<file path="src/rtl/leaf_pkt_pkg.sv">
// leaf_pkt_pkg: default BFT packet field widths, field offsets, credit ceiling and packet assembly
package leaf_pkt_pkg;
  localparam int PAYLOAD_W = 32;
  localparam int LEAF_W = 5;
  localparam int PORT_W = 4;
  localparam int ADDR_W = 7;
  localparam int PACKET_W = 1 + LEAF_W + PORT_W + ADDR_W + PAYLOAD_W;
  localparam int ADDR_LSB = PAYLOAD_W;
  localparam int PORT_LSB = ADDR_LSB + ADDR_W;
  localparam int LEAF_LSB = PORT_LSB + PORT_W;
  localparam int VALID_BIT = LEAF_LSB + LEAF_W;
  localparam int CREDIT_MAX = 2 ** ADDR_W;
  localparam int FREESPACE_DEF = 64;
  function automatic logic [PACKET_W-1:0] make_pkt(input logic [LEAF_W-1:0] leaf,
                                                   input logic [PORT_W-1:0] port,
                                                   input logic [ADDR_W-1:0] addr,
                                                   input logic [PAYLOAD_W-1:0] payload);
    return {1'b1, leaf, port, addr, payload};
  endfunction
endpackage

</file>
<file path="src/rtl/leaf_out_if.sv">
// leaf_out_if: user output streams (din/vld/ack) plus BFT side (dout/bft_ready/resend); slave = arbiter
interface leaf_out_if import leaf_pkt_pkg::*; #(
  parameter int N = 3,
  parameter int PAYLOAD_BITS = PAYLOAD_W,
  parameter int PACKET_BITS = PACKET_W
) ();
  logic [N*PAYLOAD_BITS-1:0] din_leaf_user2interface;
  logic [N-1:0] vld_user2interface;
  logic [N-1:0] ack_interface2user;
  logic bft_ready;
  logic resend;
  logic [PACKET_BITS-1:0] dout_leaf_interface2bft;
  modport slave(input din_leaf_user2interface, vld_user2interface, bft_ready, resend,
                output ack_interface2user, dout_leaf_interface2bft);
  modport master(output din_leaf_user2interface, vld_user2interface, bft_ready, resend,
                 input ack_interface2user, dout_leaf_interface2bft);
endinterface

</file>
<file path="src/rtl/rr_arbiter.sv">
// rr_arbiter: combinational round-robin pick; req/ptr in, one-hot grant and valid out
module rr_arbiter #(
  parameter int N = 3,
  localparam int PW = N > 1 ? $clog2(N) : 1
) (
  input  logic [N-1:0]  req,
  input  logic [PW-1:0] ptr,
  output logic [N-1:0]  grant,
  output logic          valid
);
  always_comb begin
    grant = '0;
    valid = 1'b0;
    for (int k = 0; k < N; k++)
      if (!valid && req[(int'(ptr) + k) % N]) begin
        grant[(int'(ptr) + k) % N] = 1'b1;
        valid = 1'b1;
      end
  end
endmodule

</file>
<file path="src/rtl/leaf_out_arbiter.sv">
// leaf_out_arbiter: merges NUM_OUT_PORTS user streams into one BFT packet stream; ports: clk, reset, cfg_dest_leaf/port, credit_vld/port, bus (leaf_out_if.slave); LEAF_OUT_STATS_EN adds sent_count/stall_cycles
module leaf_out_arbiter import leaf_pkt_pkg::*; #(
  parameter int NUM_OUT_PORTS = 3,
  parameter int PAYLOAD_BITS = PAYLOAD_W,
  parameter int NUM_LEAF_BITS = LEAF_W,
  parameter int NUM_PORT_BITS = PORT_W,
  parameter int NUM_ADDR_BITS = ADDR_W,
  parameter int FREESPACE_UPDATE_SIZE = FREESPACE_DEF
) (
  input  logic clk,
  input  logic reset,
  input  logic [NUM_OUT_PORTS*NUM_LEAF_BITS-1:0] cfg_dest_leaf,
  input  logic [NUM_OUT_PORTS*NUM_PORT_BITS-1:0] cfg_dest_port,
  input  logic credit_vld,
  input  logic [NUM_PORT_BITS-1:0] credit_port,
`ifdef LEAF_OUT_STATS_EN
  output logic [NUM_OUT_PORTS*16-1:0] sent_count,
  output logic [15:0] stall_cycles,
`endif
  leaf_out_if.slave bus
);
  localparam int N = NUM_OUT_PORTS;
  localparam int PW = N > 1 ? $clog2(N) : 1;
  localparam int CW = NUM_ADDR_BITS + 1;
  localparam int CMAX = 2 ** NUM_ADDR_BITS;
  localparam int PACKET_BITS = 1 + NUM_LEAF_BITS + NUM_PORT_BITS + NUM_ADDR_BITS + PAYLOAD_BITS;
  logic [CW-1:0] credit [N];
  logic [CW-1:0] credit_nxt [N];
  logic [NUM_ADDR_BITS-1:0] addr [N];
  logic [PW-1:0] rr_ptr, gidx;
  logic [PACKET_BITS-1:0] pkt_q;
  logic pkt_vld_q, load_en, gv;
  logic [N-1:0] eligible, gnt, ack;
  always_comb
    for (int i = 0; i < N; i++) eligible[i] = bus.vld_user2interface[i] & (credit[i] != '0);
  assign load_en = !reset && !bus.resend && (!pkt_vld_q || bus.bft_ready);
  rr_arbiter #(.N(N)) u_rr (.req(eligible), .ptr(rr_ptr), .grant(gnt), .valid(gv));
  assign ack = load_en ? gnt : '0;
  assign bus.ack_interface2user = ack;
  assign bus.dout_leaf_interface2bft = (bus.resend || !pkt_vld_q) ? '0 : pkt_q;
  always_comb begin
    gidx = '0;
    for (int i = 0; i < N; i++) if (gnt[i]) gidx = PW'(i);
  end
  // A same-cycle grant and return nets out before saturating at the ceiling.
  always_comb begin
    int c;
    for (int i = 0; i < N; i++) begin
      c = int'(credit[i]) - int'(ack[i]) +
          ((credit_vld && int'(credit_port) == i) ? FREESPACE_UPDATE_SIZE : 0);
      credit_nxt[i] = c > CMAX ? CW'(CMAX) : CW'(c);
    end
  end
  always_ff @(posedge clk) begin
    if (reset) begin
      pkt_q <= '0;
      pkt_vld_q <= 1'b0;
      rr_ptr <= '0;
      for (int i = 0; i < N; i++) begin
        credit[i] <= CW'(CMAX);
        addr[i] <= '0;
      end
    end else begin
      if (load_en && gv) begin
        pkt_q <= {1'b1, cfg_dest_leaf[int'(gidx)*NUM_LEAF_BITS +: NUM_LEAF_BITS],
                  cfg_dest_port[int'(gidx)*NUM_PORT_BITS +: NUM_PORT_BITS], addr[gidx],
                  bus.din_leaf_user2interface[int'(gidx)*PAYLOAD_BITS +: PAYLOAD_BITS]};
        pkt_vld_q <= 1'b1;
        rr_ptr <= (gidx == PW'(N - 1)) ? '0 : gidx + PW'(1);
      end else if (load_en && pkt_vld_q && bus.bft_ready) pkt_vld_q <= 1'b0;
      for (int i = 0; i < N; i++) begin
        credit[i] <= credit_nxt[i];
        if (ack[i]) addr[i] <= addr[i] + 1'b1;
      end
    end
  end
`ifdef LEAF_OUT_STATS_EN
  always_ff @(posedge clk) begin
    if (reset) begin
      sent_count <= '0;
      stall_cycles <= '0;
    end else begin
      for (int i = 0; i < N; i++) if (ack[i]) sent_count[i*16 +: 16] <= sent_count[i*16 +: 16] + 16'd1;
      if (pkt_vld_q && !bus.bft_ready && !bus.resend && stall_cycles != 16'hFFFF)
        stall_cycles <= stall_cycles + 16'd1;
    end
  end
`endif
endmodule
</file>
<file path="src/flat_wrapper.sv">
// flat-port wrapper written by rule: the top's interface ports become plain ports
module leaf_out_arbiter_flat import leaf_pkt_pkg::*;
#(
  parameter int NUM_OUT_PORTS = 3,
  parameter int PAYLOAD_BITS = PAYLOAD_W,
  parameter int NUM_LEAF_BITS = LEAF_W,
  parameter int NUM_PORT_BITS = PORT_W,
  parameter int NUM_ADDR_BITS = ADDR_W,
  parameter int FREESPACE_UPDATE_SIZE = FREESPACE_DEF
)
  (clk, reset, cfg_dest_leaf, cfg_dest_port, credit_vld, credit_port, bus_din_leaf_user2interface, bus_vld_user2interface, bus_bft_ready, bus_resend, bus_ack_interface2user, bus_dout_leaf_interface2bft);
  leaf_out_if #(.PAYLOAD_BITS(PAYLOAD_BITS)) bus_i ();
  input  logic clk;
  input  logic reset;
  input  logic [NUM_OUT_PORTS*NUM_LEAF_BITS-1:0] cfg_dest_leaf;
  input  logic [NUM_OUT_PORTS*NUM_PORT_BITS-1:0] cfg_dest_port;
  input  logic credit_vld;
  input  logic [NUM_PORT_BITS-1:0] credit_port;
  input wire logic [$bits(bus_i.din_leaf_user2interface)-1:0] bus_din_leaf_user2interface;
  input wire logic [$bits(bus_i.vld_user2interface)-1:0] bus_vld_user2interface;
  input wire logic [$bits(bus_i.bft_ready)-1:0] bus_bft_ready;
  input wire logic [$bits(bus_i.resend)-1:0] bus_resend;
  output wire logic [$bits(bus_i.ack_interface2user)-1:0] bus_ack_interface2user;
  output wire logic [$bits(bus_i.dout_leaf_interface2bft)-1:0] bus_dout_leaf_interface2bft;
  assign bus_i.din_leaf_user2interface = bus_din_leaf_user2interface;
  assign bus_i.vld_user2interface = bus_vld_user2interface;
  assign bus_i.bft_ready = bus_bft_ready;
  assign bus_i.resend = bus_resend;
  assign bus_ack_interface2user = bus_i.ack_interface2user;
  assign bus_dout_leaf_interface2bft = bus_i.dout_leaf_interface2bft;
  leaf_out_arbiter #(.NUM_OUT_PORTS(NUM_OUT_PORTS), .PAYLOAD_BITS(PAYLOAD_BITS), .NUM_LEAF_BITS(NUM_LEAF_BITS), .NUM_PORT_BITS(NUM_PORT_BITS), .NUM_ADDR_BITS(NUM_ADDR_BITS), .FREESPACE_UPDATE_SIZE(FREESPACE_UPDATE_SIZE)) u_core (.clk(clk), .reset(reset), .cfg_dest_leaf(cfg_dest_leaf), .cfg_dest_port(cfg_dest_port), .credit_vld(credit_vld), .credit_port(credit_port), .bus(bus_i));
endmodule
</file>
<file path="config.mk">
export PLATFORM = sky130hd
export DESIGN_NAME = leaf_out_arbiter_flat
export DESIGN_NICKNAME = d
export VERILOG_FILES = /design/src/rtl/leaf_pkt_pkg.sv /design/src/rtl/leaf_out_if.sv /design/src/rtl/rr_arbiter.sv /design/src/rtl/leaf_out_arbiter.sv /design/src/flat_wrapper.sv
export SDC_FILE = /design/constraint.sdc
export NUM_CORES = 1
export LEC_CHECK = 0
export ABC_AREA = 0
export BUFFER_PORTS_ARGS = -buffer_cell sky130_fd_sc_hd__buf_4
export CAP_MARGIN = 10
export CORE_MARGIN = 1
export CORE_UTILIZATION = 45
export DETAILED_ROUTE_END_ITERATION = 6
export GPL_ROUTABILITY_DRIVEN = 0
export HOLD_SLACK_MARGIN = 0.06
export PLACE_DENSITY_LB_ADDON = 0.1
export SETUP_SLACK_MARGIN = 0.4
export SKIP_CTS_REPAIR_TIMING = 1
export SYNTH_ARGS = -nofsm -noshare
export SYNTH_HDL_FRONTEND = slang
export SYNTH_SLANG_ARGS = --single-unit
export TNS_END_PERCENT = 1
</file>
<file path="constraint.sdc">
create_clock -name clk -period 12.8 [get_ports clk]
set_input_delay 1.28 -clock clk [delete_from_list [all_inputs] [get_ports clk]]
set_output_delay 1.28 -clock clk [all_outputs]
set_load 0.02 [all_outputs]
</file>
==> out/qor.yml, run 1 <==
die:
  initial_core_util_pct: 46.9
  coreArea_um2: 13500
  fp-row-count: 42
  dieArea_um2: 14500
  die_h_um: 120
  die_width_um: 120
  io_pins: 187
worst_hold_path:
  hp-class: "reg -> reg"
cells_and_area:
  final_common_cell: "buf_4"
  num-fill-cells: 1220
  layout.nets: 980
  final_cells: 995
  synthToLayoutAreaGrowth_pct: 26.4
  regArea_um2: 2150
  mostFrequentLayoutCells: "191 x buf_4, 76 x dfxtp_1, 61 x nand3_1"
  diodes: 0
  multi_input_area_um2: 3770
  drive_gt1_share_pct: 33.7
cts:
  htreeDepth: 3
  clock-sinks: 97
  clock_latency_ns: 0.35
  clock-root-buffer: "clkbuf_16"
  cts_inserted_buffers: 9
  clockBufferDepth: 2
  path_clk_slew_ns: 0.07
  cts_tree: "done"
logic_synthesis:
  synth-async-reset-ratio_pct: 0
  synth_edf_count: 21
  syn_nets: 821
  syn_area_um2: 6310
  ys_seq_area_share_pct: 34.1
  avgSynthCellArea_um2: 9.63
  yosysWarnings: 0
  syn_inst: 655
  synth-seq-cells: 97
  synth_flop_cell: "dfxtp_1"
  synth_cell_type_count: 64
pwr:
  leakage_nw: 3.43
  peakVddDrop_mv: 0.0771
  finalPower_w: 0.00105
  p_per_area_nw_per_um2: 132
grt:
  grt_pass1_vias: 5348
  grt_pass1_wl_um: 26900
  antenna_found_initial: 0
  grtUsageTotal_pct: 23.5
  gr-total-overflow: 0
  grt_start_max_net_pins: 62
drt:
  vias: 5437
  wl_met1_um: 7430
  dr_wl_met2_um: 8430
  first_pass_iters: 4
  wire_per_inst_um: 17.0
  detail_route.wirelength_um: 16900
  drcViolationCount: 0
  top_layer: "met4"
  drtIter0Drc: 333
  drt.antenna.violating_nets: 0
  wl_met3_um: 802
  vias_per_cell: 5.46
sta:
  skew_ns: 0.00860
  tns_ns: 0
  clock.fmax_mhz: 188
  slew_headroom_pct: 24.0
  rsz0062_at_grt: "false"
  fin_crit_sh_pct: 41.5
  final-hold-violation-count: 0
  slew_violations: 0
  tightest_slew_ns: 1.14
  hold_slack_ns: 0.480
  min_period_ns: 5.31
  setup_viol: 0
critical_path:
  worst_ep_arrival_time_ns: 5.60
  critPathTopFamily: "simple AND/OR/NAND/NOR gates"
  worstSetupEndpointType: "flop"
  cpPeakStageDelay_ns: 0.57
  crit_path_frequent_cell: "ha_1"
  worst-path-buf-inv: 1
  worstPathCellList: "or4_4 > o21a_4 > or4_4 > nand3_2 > a22o_1 > nor2_1 > nor2_1 > ha_1 > ha_1 > or3b_2 > nor3_1 > xor2_1 > ha_1 > ha_1 > inv_1 > ha_1 > nor4b_1 > a31oi_1 > or2_2 > a21oi_1"
  required_ns: 13.09
  critPathSlowestCell: "or4_4"
  path_max_fanout: 9
  worstSetupPathType: "reg -> reg"
  crit_path_start_kind: "flop"
job:
  cap_violations: 0
placed_design:
  dp.cells: 979
  port_buffers: 186
  dp_hpwl_um: 11900
outcome:
  status: "completed"
==> cell usage after synthesis (3+ instances only) <==
library cell  instances  area (µm²)
mux2i_1              48         480
ha_1                 31         388
nand2_1              14        52.6
nor4_1                3        18.8
buf_12                4        80.1
or4_1                 4        30.0
dfxtp_1              76        1520
o21bai_1              3        22.5
nand3_1              61         305
or4_4                 4        45.0
buf_4                 5        37.5
nor2_1               60         225
o21ai_0               6        30.0
nor2b_1               3        18.8
a21oi_1               6        30.0
buf_2                 3        15.0
clkbuf_1             23        86.3
or2_2                 5        31.3
o31ai_1               3        22.5
xor2_1               13         114
inv_1                22        82.6
o211ai_1             11        82.6
xnor2_1              20         175
nor3_1                9        45.0
and3_1                3        18.8
nor3b_1               3        22.5
buf_6                 8        90.1
and2_1               49         307
nand3b_1             49         368
edfxtp_1             21         631
nand2b_1              3        18.8
o211ai_2             40         500
==> report_power, final <==
part	total, W	switching [W]	internal [W]	leakage [nW]
Clock	0.000285	0.000126	0.000159	0.150
Combinational	0.000367	0.000206	0.000162	2.44
Sequential	0.000397	0.0000316	0.000365	0.840
==> worst min-delay path, cell delays in order (launching register included) <==
cell,delay [ns]
dfxtp_1,0.30
inv_1,0.06
o21ai_0,0.07
==> flip-flops by register name, summed over array words and instances, names as in the netlist <==
signal and count:
u_core.credit 24, u_core.rr_ptr 2, u_core.addr 21, u_core.pkt_vld_q 1, u_core.pkt_q 49
==> area by class of cell <==
cell class                      instances  share of cell area (%)
Timing Repair Buffer                  191                    18.0
Inverter                               22                    1.04
Clock buffer                           10                    3.00
Sequential cell                        97                    27.0
Tap cell                              176                    2.76
Multi-Input combinational cell        493                    47.3
Clock inverter                          6                   0.910
==> metrics by stage <==
step / utilization [%] / setup slack, ns / instance area, µm²
floorplan: - / 7.25 / 6310
global placement: 56.9 / 7.35 / 7660
detailed placement: 56.9 / 7.17 / 7660
CTS: 59.3 / 7.49 / 7970
global route: 59.3 / 7.16 / 7970
finish: 59.3 / 7.49 / 7970
==> per-layer routing <==
metal  global-route usage (%)  vias to the layer above
met1                     28.0                     2615
met3                     3.44                       18
li1                         -                     2670
met2                     43.2                      134
met4                     7.41                        0
met5                        0                        -
==> kinds of logic (layout without fill, tap and decap cells) <==
logic type               count (synthesis)  after routing  synth area share [%]
adder cells (fa/ha/maj)                 32             32                  6.31
multiplexers                            48             48                  7.62
AO/OA/AOI/OAI                           94             94                  15.1
AND/OR/NAND/NOR                        286            286                  26.1
buffers and inverters                   65            229                  6.21
flip-flops                              97             97                  34.1
XOR/XNOR                                33             33                  4.58
==> final timing paths <==
check                                  start                              to  slack [ns]  depth (start not counted)
min            u_core.pkt_q[48]$_SDFFE_PP0P_   u_core.pkt_q[48]$_SDFFE_PP0P_        0.48                          2
max reg2reg  u_core.credit[0][20]$_SDFF_PP0_  u_core.credit[0][3]$_SDFF_PP0_        7.49                         20
max          u_core.credit[0][20]$_SDFF_PP0_  u_core.credit[0][3]$_SDFF_PP0_        7.49                         20
min reg2reg    u_core.pkt_q[48]$_SDFFE_PP0P_   u_core.pkt_q[48]$_SDFFE_PP0P_        0.48                          2
(Power assumes the default switching activity.)
==> run 2: changes to the inputs <==
==> constraint.sdc (replaced) <==
create_clock -name clk -period 4.93 [get_ports clk]
set_input_delay 0.493 -clock clk [delete_from_list [all_inputs] [get_ports clk]]
set_output_delay 0.493 -clock clk [all_outputs]
set_load 0.02 [all_outputs]
==> out/qor.yml, run 2 (synthesized netlist as in run 1, its figures left out) <==
cts:
  cts_tree: "done"
  clock-sinks: 97
  htreeDepth: 3
  clock_latency_ns: 0.35
  clock-root-buffer: "clkbuf_16"
  path_clk_slew_ns: 0.07
  clockBufferDepth: 2
  cts_inserted_buffers: 9
cells_and_area:
  drive_gt1_share_pct: 37.9
  synthToLayoutAreaGrowth_pct: 31.3
  diodes: 0
  reg.largest.list: "u_core.pkt_q: 49 flops, u_core.credit: 24 flops, u_core.addr: 21 flops"
  multi_input_area_um2: 3980
  layout.nets: 995
  final_core_util_pct: 61.5
  num-fill-cells: 1161
  mostFrequentLayoutCells: "206 x buf_4, 73 x dfxtp_1, 61 x nand3_1"
  largest_reg_flops: 49
  regArea_um2: 2160
  final_common_cell: "buf_4"
  regMostFlops: "u_core.pkt_q"
critical_path:
  worst_ep_arrival_time_ns: 4.93
  worstSetupPathType: "reg -> reg"
  worstSetupEndpointType: "flop"
  worstReg2RegStart: "u_core.credit[0][21]$_SDFF_PP0_"
  path_max_fanout: 8
  reg2reg_slack_ns: 0.23
  crit_path_start_kind: "flop"
  rr_worst_depth: 18
  rr_endpoint: "u_core.credit[0][23]$_SDFF_PP1_"
  required_ns: 5.16
worst_hold_path:
  min_to: "u_core.pkt_q[42]$_SDFFE_PP0P_"
  whs_path_depth: 3
  holdCritStartpoint: "cfg_dest_port[11]"
  hp-class: "in -> reg"
die:
  fp-row-count: 42
  io_pins: 187
  die_width_um: 120
  initial_core_util_pct: 46.9
  coreArea_um2: 13500
  dieArea_um2: 14500
  die_h_um: 120
sta:
  tns_ns: 0
  min_period_ns: 4.70
  setup_viol: 0
  rsz0062_at_grt: "true"
  slew_violations: 0
  clock.fmax_mhz: 213
  fin_crit_sh_pct: 95.2
  final-hold-violation-count: 0
  slew_headroom_pct: 26.8
  tightest_slew_ns: 1.09
  skew_ns: 0.00846
drt:
  drt.antenna.violating_nets: 0
  vias_per_cell: 5.44
  drtIter0Drc: 255
  wire_per_inst_um: 17.1
  drcViolationCount: 0
  vias: 5496
  first_pass_iters: 4
  detail_route.wirelength_um: 17300
placed_design:
  port_buffers: 186
  dp_hpwl_um: 12200
pwr:
  p_per_area_nw_per_um2: 335
  leakage_nw: 3.50
  peakVddDrop_mv: 0.228
grt:
  antenna_found_initial: 0
  gr-total-overflow: 0
  grt_pass1_wl_um: 26600
  grt_start_max_net_pins: 62
  grt_pass1_vias: 5239
  grtUsageTotal_pct: 23.5
outcome:
  status: "completed"
job:
  cap_violations: 0
run 2: cell count changes in the layout (fill, tap and decap cells not counted), sizes merged:
cell      change
buf          +15
clkbuf        +1
clkinv        -1
clkinvlp      +1
inv           -1
run 2: critical path, cell delays in order (launching register included):
cell and delay [ns]:
dfxtp_2 0.35, or4_4 0.54, o21a_4 0.27, a2111o_1 0.48, nand3_4 0.12, a22oi_2 0.13, nor2_4 0.15, ha_4 0.17
or4b_4 0.49, nor4_4 0.18, xor2_1 0.22, ha_2 0.19, inv_1 0.05, ha_1 0.27, nand2_1 0.05, or4_1 0.41
a21oi_2 0.17, o21bai_4 0.08, or2_2 0.26
run 2: worst max-delay path by stage:
stage	start	to	slack, ns	cells after the start
5_1_grt	u_core.credit[0][21]$_SDFF_PP0_	u_core.credit[0][4]$_SDFF_PP0_	0.02	20
6_report	u_core.credit[0][21]$_SDFF_PP0_	u_core.credit[0][23]$_SDFF_PP1_	0.23	18
4_1_cts	u_core.credit[0][4]$_SDFF_PP0_	u_core.credit[0][23]$_SDFF_PP1_	0.08	18
2_1_floorplan	u_core.credit[0][18]$_SDFF_PP0_	u_core.credit[0][23]$_SDFF_PP1_	0.28	18
3_5_place_dp	u_core.credit[0][4]$_SDFF_PP0_	u_core.credit[0][23]$_SDFF_PP1_	0.10	18
3_3_place_gp	u_core.credit[0][18]$_SDFF_PP0_	u_core.credit[0][23]$_SDFF_PP1_	0.22	18
run 2: per-stage QoR:
step | hold WS [ns] | cells | setup WS [ns] | cell area (µm²) | power [W]
finish | 0.384 | 1010 | 0.234 | 8280 | 0.00278
global route | 0.380 | 1010 | 0.0220 | 8280 | 0.00293
CTS | 0.376 | 998 | 0.0750 | 8120 | 0.00275
detailed placement | 0.483 | 982 | 0.103 | 7830 | 0.00205
global placement | 0.467 | 982 | 0.224 | 7830 | 0.00203
floorplan | 0.452 | 655 | 0.283 | 6470 | 0.00185
run 2: layout make-up:
class / instances / area share, %
Clock buffer: 11 / 2.81
Clock inverter: 5 / 0.665
Inverter: 22 / 0.998
Multi-Input combinational cell: 493 / 48.1
Sequential cell: 97 / 26.1
Tap cell: 176 / 2.66
Timing Repair Buffer: 206 / 18.7
run 2: power by group:
part	internal [W]	switching (W)	leakage (nW)
clock	0.000393	0.000305	0.134
sequential	0.000949	0.0000872	0.842
combinational	0.000478	0.000563	2.53
total	0.00182	0.000956	3.50
run 2: metal layers:
metal,track usage (%),vias to the layer above,part of all wire (%)
met5,0,-,0
met4,8.87,0,1.8
met3,4.53,17,5.4
met2,41.6,156,51
met1,28.0,2622,42
li1,-,2701,-
